--- config.mk ---
export PLATFORM = sky130hd
export DESIGN_NAME = dual_issue_queue_flat
export DESIGN_NICKNAME = d
export VERILOG_FILES = /design/src/rtl/dual_issue_queue_if.sv /design/src/rtl/dual_issue_queue.sv /design/src/flat_wrapper.sv
export SDC_FILE = /design/constraint.sdc
export NUM_CORES = 1
export LEC_CHECK = 0
export CORE_AREA = 2 2 229 231
export CTS_CLUSTER_DIAMETER = 80
export DETAILED_ROUTE_END_ITERATION = 6
export DIE_AREA = 0 0 231 233
export PLACE_DENSITY = 0.83
export SLEW_MARGIN = 40
export SYNTH_ARGS = -nofsm -noshare
export SYNTH_HDL_FRONTEND = slang
export SYNTH_SLANG_ARGS = --single-unit
--- constraint.sdc ---
create_clock -name clk -period 7 [get_ports clk]
set_input_delay 1.05 -clock clk [delete_from_list [all_inputs] [get_ports clk]]
set_output_delay 1.05 -clock clk [all_outputs]
set_load 0.01 [all_outputs]
--- src/rtl/dual_issue_queue_if.sv ---
// Fetch-side pair handshake and issue-side dual-slot bus for the dual-issue queue.
// The queue connects through the slave modport; fetch/decode (or a bench) use master.
interface dual_issue_queue_if #(
   parameter int PC_W = 32
);
   logic            in_valid;
   logic [31:0]     in_inst0;
   logic [31:0]     in_inst1;
   logic [PC_W-1:0] in_pc;
   logic            in_ready;

   logic            issue_ready;
   logic            s0_valid;
   logic [31:0]     s0_inst;
   logic [PC_W-1:0] s0_pc;
   logic            s1_valid;
   logic [31:0]     s1_inst;
   logic [PC_W-1:0] s1_pc;

   modport master (
      output in_valid, in_inst0, in_inst1, in_pc, issue_ready,
      input  in_ready, s0_valid, s0_inst, s0_pc, s1_valid, s1_inst, s1_pc
   );

   modport slave (
      input  in_valid, in_inst0, in_inst1, in_pc, issue_ready,
      output in_ready, s0_valid, s0_inst, s0_pc, s1_valid, s1_inst, s1_pc
   );
endinterface

--- src/rtl/dual_issue_queue.sv ---
// Instruction queue between IF and ID: buffers fetched pairs and steers them in order
// into the ALU slot (s0) and memory slot (s1), co-issuing two only when they cannot conflict.
module dual_issue_queue #(
   parameter int DEPTH = 8,
   parameter int PC_W  = 32
) (
   input  logic                     clk,
   input  logic                     rst_n,
   input  logic                     flush,
   dual_issue_queue_if.slave        bus,
   output logic [$clog2(DEPTH):0]   count
);

   localparam int AW = $clog2(DEPTH);
   localparam int CW = AW + 1;

   typedef enum logic [1:0] {
      CLS_ALU,
      CLS_MEM,
      CLS_BR
   } cls_t;

   typedef struct packed {
      logic [31:0]     inst;
      logic [PC_W-1:0] pc;
   } entry_t;

   entry_t          mem [DEPTH];
   logic [AW-1:0]   head_reg, tail_reg;
   logic [AW-1:0]   head_next, tail_next;
   logic [CW-1:0]   count_reg, count_next;

   logic            push;
   logic [1:0]      pop_cnt;
   logic            head_valid;
   logic            h_mem, h_br, n_mem;
   logic            raw_hit, waw_hit, pair_ok;
   logic [4:0]      n_rs, n_rt;
   logic            n_rs_rd, n_rt_rd;
   entry_t          s0_ent, s1_ent;

   // Decode class and destination of the head (gi=0) and the entry behind it (gi=1).
   for (genvar gi = 0; gi < 2; gi++) begin : gen_dec
      entry_t     ent;
      cls_t       cls;
      logic [4:0] wreg;
      logic       wr;

      always_comb begin
         ent  = mem[(gi == 0) ? head_reg : head_reg + AW'(1)];
         cls  = CLS_ALU;
         wreg = 5'd0;
         case (ent.inst[31:26])
            6'h00:        wreg = ent.inst[15:11];
            6'h08:        wreg = ent.inst[20:16];
            6'h23: begin
               cls  = CLS_MEM;
               wreg = ent.inst[20:16];
            end
            6'h2B:        cls  = CLS_MEM;
            6'h04, 6'h05: cls  = CLS_BR;
            default:      ;
         endcase
         wr = (wreg != 5'd0);
      end
   end

   // Only the second entry's sources matter: it is the one that could read H's result.
   always_comb begin
      n_rs    = gen_dec[1].ent.inst[25:21];
      n_rt    = gen_dec[1].ent.inst[20:16];
      n_rs_rd = 1'b0;
      n_rt_rd = 1'b0;
      case (gen_dec[1].ent.inst[31:26])
         6'h00, 6'h04, 6'h05, 6'h2B: begin
            n_rs_rd = 1'b1;
            n_rt_rd = 1'b1;
         end
         6'h08, 6'h23: n_rs_rd = 1'b1;
         default:      ;
      endcase
   end

   always_comb begin
      head_valid = (count_reg != '0);
      h_mem      = (gen_dec[0].cls == CLS_MEM);
      h_br       = (gen_dec[0].cls == CLS_BR);
      n_mem      = (gen_dec[1].cls == CLS_MEM);
      raw_hit    = gen_dec[0].wr &&
                   ((n_rs_rd && (n_rs == gen_dec[0].wreg)) ||
                    (n_rt_rd && (n_rt == gen_dec[0].wreg)));
      waw_hit    = gen_dec[0].wr && gen_dec[1].wr &&
                   (gen_dec[0].wreg == gen_dec[1].wreg);
      pair_ok    = (count_reg >= CW'(2)) && !h_br && (h_mem != n_mem) &&
                   !raw_hit && !waw_hit;
   end

   always_comb begin
      s0_ent       = h_mem ? gen_dec[1].ent : gen_dec[0].ent;
      s1_ent       = h_mem ? gen_dec[0].ent : gen_dec[1].ent;
      bus.s0_valid = head_valid && (!h_mem || pair_ok);
      bus.s1_valid = head_valid && (h_mem || pair_ok);
      bus.s0_inst  = bus.s0_valid ? s0_ent.inst : '0;
      bus.s0_pc    = bus.s0_valid ? s0_ent.pc   : '0;
      bus.s1_inst  = bus.s1_valid ? s1_ent.inst : '0;
      bus.s1_pc    = bus.s1_valid ? s1_ent.pc   : '0;
   end

   // Acceptance looks only at the registered occupancy, never at this cycle's pop.
   assign bus.in_ready = (count_reg <= CW'(DEPTH - 2));
   assign push         = bus.in_valid && bus.in_ready;
   assign count        = count_reg;

   always_comb begin
      pop_cnt = 2'd0;
      if (bus.issue_ready && head_valid) begin
         pop_cnt = pair_ok ? 2'd2 : 2'd1;
      end
      head_next  = head_reg + AW'(pop_cnt);
      tail_next  = push ? tail_reg + AW'(2) : tail_reg;
      count_next = count_reg + (push ? CW'(2) : CW'(0)) - CW'(pop_cnt);
   end

   always_ff @(posedge clk or negedge rst_n) begin
      if (!rst_n) begin
         head_reg  <= '0;
         tail_reg  <= '0;
         count_reg <= '0;
      end else if (flush) begin
         head_reg  <= '0;
         tail_reg  <= '0;
         count_reg <= '0;
      end else begin
         head_reg  <= head_next;
         tail_reg  <= tail_next;
         count_reg <= count_next;
      end
   end

   // Storage has no reset; entries are only observed while counted as occupied.
   always_ff @(posedge clk) begin
      if (push && !flush) begin
         mem[tail_reg]          <= '{inst: bus.in_inst0, pc: bus.in_pc};
         mem[tail_reg + AW'(1)] <= '{inst: bus.in_inst1, pc: bus.in_pc + PC_W'(4)};
      end
   end

endmodule

--- src/flat_wrapper.sv ---
// flat-port wrapper written by rule: the top's interface ports become plain ports
module dual_issue_queue_flat 
#(
   parameter int DEPTH = 8,
   parameter int PC_W  = 32
)
  (clk, rst_n, flush, count, bus_in_valid, bus_in_inst0, bus_in_inst1, bus_in_pc, bus_issue_ready, bus_in_ready, bus_s0_valid, bus_s0_inst, bus_s0_pc, bus_s1_valid, bus_s1_inst, bus_s1_pc);
  dual_issue_queue_if #(.PC_W(PC_W)) bus_i ();
  input  logic clk;
  input  logic rst_n;
  input  logic flush;
  output logic [$clog2(DEPTH):0] count;
  input wire logic [$bits(bus_i.in_valid)-1:0] bus_in_valid;
  input wire logic [$bits(bus_i.in_inst0)-1:0] bus_in_inst0;
  input wire logic [$bits(bus_i.in_inst1)-1:0] bus_in_inst1;
  input wire logic [$bits(bus_i.in_pc)-1:0] bus_in_pc;
  input wire logic [$bits(bus_i.issue_ready)-1:0] bus_issue_ready;
  output wire logic [$bits(bus_i.in_ready)-1:0] bus_in_ready;
  output wire logic [$bits(bus_i.s0_valid)-1:0] bus_s0_valid;
  output wire logic [$bits(bus_i.s0_inst)-1:0] bus_s0_inst;
  output wire logic [$bits(bus_i.s0_pc)-1:0] bus_s0_pc;
  output wire logic [$bits(bus_i.s1_valid)-1:0] bus_s1_valid;
  output wire logic [$bits(bus_i.s1_inst)-1:0] bus_s1_inst;
  output wire logic [$bits(bus_i.s1_pc)-1:0] bus_s1_pc;
  assign bus_i.in_valid = bus_in_valid;
  assign bus_i.in_inst0 = bus_in_inst0;
  assign bus_i.in_inst1 = bus_in_inst1;
  assign bus_i.in_pc = bus_in_pc;
  assign bus_i.issue_ready = bus_issue_ready;
  assign bus_in_ready = bus_i.in_ready;
  assign bus_s0_valid = bus_i.s0_valid;
  assign bus_s0_inst = bus_i.s0_inst;
  assign bus_s0_pc = bus_i.s0_pc;
  assign bus_s1_valid = bus_i.s1_valid;
  assign bus_s1_inst = bus_i.s1_inst;
  assign bus_s1_pc = bus_i.s1_pc;
  dual_issue_queue #(.DEPTH(DEPTH), .PC_W(PC_W)) u_core (.clk(clk), .rst_n(rst_n), .flush(flush), .bus(bus_i), .count(count));
endmodule
# Word-level counts from Yosys, hierarchy flattened
# Memories as Yosys holds them, arrays and structs flattened.
# Index checks and enable logic that the tools add are counted.
# W data, S select, Z words.
# word_totals
ram_bits,512
regBits,10
rom_bits,0
word_cells,87
latchBits,0
n_memories,1
out_inout_bits,135
# classes
add_sub_neg,7
shifts,0
n_mux,21
reduce_logical,36
multipliers,0
bitwise,0
order_cmp,2
eq_ne,17
div,0
# mem_list
name,depth,word_bits,read_ports,rd_ports_with_merged_regs,write_ports,line_no,text
u_core.mem,8,64,2,0,2,dual_issue_queue.sv:28,entry_t mem [DEPTH];
# op_table
operator,n
$mux W32,4
$mux W64,2
$add A32 B3 Y32 const B,1
$eq A6 B3 Y1 const B,4
$eq A6 B6 Y1 const B,4
$pmux W5 S2,2
$eq A5 B5 Y1,3
$logic_and A1 B1 Y1,14
$eq A6 B4 Y1 const B,2
$logic_not A6 Y1,2
$reduce_or A2 Y1,6
$reduce_bool A5 Y1,2
$mux W3,3
$pmux W2 S2,2
$add A3 B1 Y3 const B,2
$mux W2,3
$reduce_or A6 Y1,1
$logic_not A1 Y1,5
$add A4 B4 Y4,1
$eq A2 B1 Y1 const B,2
$ge A4 B2 Y1 const B,1
$le A4 B3 Y1 const B,1
$mux W1,4
$mux W4,1
9 further kinds,11

# Longest topological paths before layout
# Gate-level depths: netlist of the first run.
# An unclocked memory read counts as a cell.
# depth
depth_word,15
mapped_depth,22
ltp_nobuf,17

# Worst setup path before layout of the first run
# OpenSTA, ideal clock, no wires.
# synth_timing
path_type,input port to flip-flop
startpoint,input flush
endpoint,memory u_core.mem[2][0] (netlist name) (enable)
slack_ps,1210
arrival_time_ps,5249
stages,5
n_path_buf,2
path_cell_list,clkbuf_1 > nor2_1 > nand2_1 > inv_2 > clkbuf_1
# synth_lines
item,line_no,text
"start, declared",flat_wrapper.sv:11,input logic flush;
"end, declared",dual_issue_queue.sv:28,

# Worst setup path after layout of the first run
# layout_timing
startpoint,register u_core.head_reg[2]
endpoint,output bus_s0_inst[29]
# layout_via
elab_chain_len,14
# layout_rtl
item,line_no,text
"start, declared",dual_issue_queue.sv:29,"logic [AW-1:0] head_reg, tail_reg;"
"start signal, assigned",dual_issue_queue.sv:134,head_reg <= head_next;
$add A3 B1 Y3 or $mem_v2 Z8 W64 (tied branches),--,
$mem_v2 Z8 W64 *,--,
"parallel branches: the longest is 11 deep, another holds $eq A6 B3 Y1",--,
$mux W32 *,dual_issue_queue.sv:103,bus.s0_inst = bus.s0_valid ? s0_ent.inst : '0;
"end, declared",flat_wrapper.sv:20,output wire logic [$bits(bus_i.s0_inst)-1:0] bus_s0_inst;
# Every way passes the cells marked *.

==> results of run 1 <==
## critical path: cells and delay by family (launching register included)
kind	cells	cell delay, ps
flops	1	570
buf+inv	4	1780
compound gates	6	1640
simple gates	4	1090
## layer usage
metal | GRT usage | vias up | wire length (um)
met5 | 0 | - | 40
met4 | 0.1427 | 6 | 3724
met3 | 0.06054 | 255 | 9529
met2 | 0.5297 | 1519 | 42000
met1 | 0.4101 | 10988 | 30420
li1 | - | 9398 | -
## power by group through the flow
| stage | logic, mW | registers, mW | clock network, mW |
|---|---|---|---|
| 2_1_floorplan | 4.87 | 3.76 | 0 |
| 3_3_place_gp | 6.84 | 3.77 | 0 |
| 3_5_place_dp | 6.98 | 3.79 | 0 |
| 4_1_cts | 7.04 | 3.73 | 2.77 |
| 5_1_grt | 7.65 | 3.75 | 2.89 |
| 6_report | 7.17 | 3.74 | 2.77 |
## synthesized netlist by cell type, types with 4 or more instances
library cell,instances,area (um^2)
mux2i_1,67,670.6
xor2_1,48,420.4
nor2_1,74,277.8
a21oi_1,11,55.05
mux2_2,33,371.6
inv_2,7,26.28
nand2b_1,9,56.30
clkbuf_1,253,949.7
buf_1,36,135.1
buf_4,14,105.1
buf_2,19,95.09
nor2b_1,5,31.28
nand2_1,873,3277
dfrtp_1,9,225.2
edfxtp_1,506,15190
inv_1,15,56.30
a22oi_1,4,30.03
and3_1,14,87.58
o22ai_2,9,112.6
o22ai_1,112,700.7
ha_1,11,137.6
xnor2_1,72,630.6
buf_6,6,67.56
nand4_1,7,43.79
nor3_1,14,70.07
o21ai_0,13,65.06
mux4_2,254,5720
nand3_1,23,115.1
## timing repair
item,CTS,global route
pin swaps,0,3
setup buffers,0,1
gates cloned,0,2
gates resized for setup,3,4
setup endpoints to repair,38,97
hold buffers,0,0
## area by class of cell
type | instances | area [um^2] | share of cell area
repair buffers | 286 | 2939 | 0.08479
flip-flops and latches | 515 | 15430 | 0.4452
well taps | 680 | 850.8 | 0.02455
multi-input cells | 1726 | 13680 | 0.3946
inverters | 22 | 106.4 | 0.003068
clock inverters | 27 | 272.8 | 0.007869
clock buffers | 67 | 1379 | 0.03978
diodes | 3 | 7.507 | 0.0002166
## through the flow
step	std cells	worst slack [ps]	total power, mW	utilization
finish	3326	207.9	13.68	0.6784
detailed placement	3223	616.1	10.78	0.6428
CTS	3317	9.471	13.54	0.6754
floorplan	2591	1210	8.630	-
global placement	3223	711.1	10.61	0.6427
global route	3326	7.532	14.29	0.6784
## logic make-up (layout without fill, tap and decap cells)
family / after synthesis / in the layout / synth area share
buf+inv: 351 / 402 / 0.04761
compound gates: 188 / 188 / 0.04293
simple gates: 1043 / 1044 / 0.1372
flops: 515 / 515 / 0.5063
mux: 356 / 356 / 0.2238
other cells: 1 / 5 / 0.0001231
xor+xnor: 122 / 122 / 0.03557
fa+ha+maj: 14 / 14 / 0.006491
## worst min path at each step
stage / startpoint / endpoint / slack, ps / cells after the start
after global routing: u_core.tail_reg[2] / u_core.tail_reg[2] / 620 / 2
after floorplan: u_core.tail_reg[2] / u_core.tail_reg[2] / 540 / 2
after global placement: u_core.tail_reg[2] / u_core.tail_reg[2] / 550 / 2
after CTS: u_core.tail_reg[2] / u_core.tail_reg[2] / 600 / 2
after detailed placement: u_core.tail_reg[2] / u_core.tail_reg[2] / 590 / 2
final: u_core.tail_reg[2] / u_core.tail_reg[2] / 590 / 2
==> summary.md, run 1 <==
| Metric | Value |
|---|---|
| WP data arrival | 5740 ps |
| Htree depth | 2 |
| Fin crit share | 0.9703 |
| Root Buffer | clkbuf_16 |
| Clock Power Share | 0.203 |
| Share of cells above drive strength 1 | 0.1748 |
| # fillers | 3,445 |
| Flop2flop setup slack | 1320 ps |
| Crit-path most repeated cell | buf_4 |
| Cell Area, Synth | between 30,000 and 40,000 um^2 |
| Cell Int Power | between 8 and 9 mW |
| Comb pwr share | 0.524 |
| Status | finished clean |
| Final hold slack | 595.0 ps |
| IO Port Bufs | 233 |
| GRT Resource Usage Total | 0.3184 |
| Most frequent cells in the layout | nand2_1, edfxtp_1, mux4_2, clkdlybuf4s50_1, o22ai_1 |
| Vias after detailed routing | 22,166 |
| Maximum clock rate | between 100 and 150 MHz |
| TNS Setup | 0 ps |
| Crit path time final | between 6000 and 7000 ps |
| Sw Share | 0.3766 |
| Max FFs per register | 506 |
| Final Max Tran Viols | 0 |
| Critical Path Source Type | register |
| Worst slew pin tran | approximately 920 ps |
| DR pass1 iterations | 7 |
| Mapped Cells | 2,590 |
| RSZ-0062 raised after global routing | no |
| Routed len/inst | approximately 26 um |
| CP required | 5950 ps |
| Core ar. | between 50,000 and 60,000 um^2 |
| Finished Cell Area | 34,660 um^2 |
| Ports | between 200 and 250 |
| Flops & latches, synth | 515 |
| Largest net degree at the start of global routing | 130 |
| Switching pwr | approximately 5.2 mW |
| DR vias/cell | 6.664 |
| Most common cell after layout, fill and taps aside | nand2_1 |
| Crit-path cells | buf_4, buf_4, nor2b_1, a2111oi_0, nor3_1, nor4b_1, o32ai_1, o2111ai_1, o22ai_1, a211o_4, or2_4, buf_12, o21ai_1, clkdlybuf4s50_1 |
| Rel. slew slack | 0.3837 |
| Clk_skew | 20.82 ps |
| Chip width | 231 um |
| Number of synthesized flops with an enable pin | 506 |
| Vias in the first global route | 22,345 |
| DPL Wire Length | about 54 mm |
| TritonCTS clock tree | done |
| Syn. warnings | 0 |
| Unique masters post-synth | 76 |
| Die area | between 50,000 and 60,000 um^2 |
| Reg-to-reg critical path startpoint | u_core.head_reg[2] |
| Reg clk slew, reported paths | 60 ps |
| Async SR Flop Fraction | 0.01748 |
| Fin. Hold Viols | 0 |
| Die height | 233 um |
| Placement Cell Area | 32,840 um^2 |
| Synth Flop Type | edfxtp_1 |
| Max-cap violations | 0 |
| Row count | 83 |
| ANT nets after route | 0 |
| CTS Buf Count | 52 |
| R2r endpoint | u_core.count[3] |
| Mean post-synth cell area | 11.76 um^2 |
| Seq/Total Area, Yosys | 0.5063 |
| DRC | 0 |
| DR iter-0 viols | 2,969 |
| Area Overhead vs Synth | 13.81% |
| Overall routed net length | 85.71 mm |
| Crit Path Class | reg -> out |
| Worst Setup EP | bus_s0_inst[29] |
| Initial cell density of the core | 0.5961 |
| Depth of the worst register-to-register path | 17 |
| First-pass GRT wire length | 129.1 mm |
| CTS sink cnt | 515 |
| Worst setup EP type | output pin |
| Power density cells | 394.6 nW/um^2 |
| Final nets | 2,718 |
| Seq pwr share | 0.273 |
| Critical path's largest stage delay | 590 ps |
| Slowest CP cell | clkdlybuf4s50_1 |
| Lkg Pwr | 11.96 nW |
| # setup viols final | 0 |
| RD Place Congestion | 0.9065 |
| Initial antenna violation count | 6 |
| GRT overflow | 0 |
| CP startpoint | u_core.head_reg[2] |
| Critical-path maximum fanout | 34 |
| Maximum vdd drop | 0.2287 mV |
| Worst hold path class | reg -> reg |
| Max clock buf depth | 3 |
| Worst skew pair latency | about 630 ps |
No activity file was read; power rests on OpenSTA's default activity.
==> run 2, diff against run 1 <==
TNS_END_PERCENT = 10   (was unset)
==> results of run 2 <==
The final DEF is identical to that of run 1; final timing and power are the same.
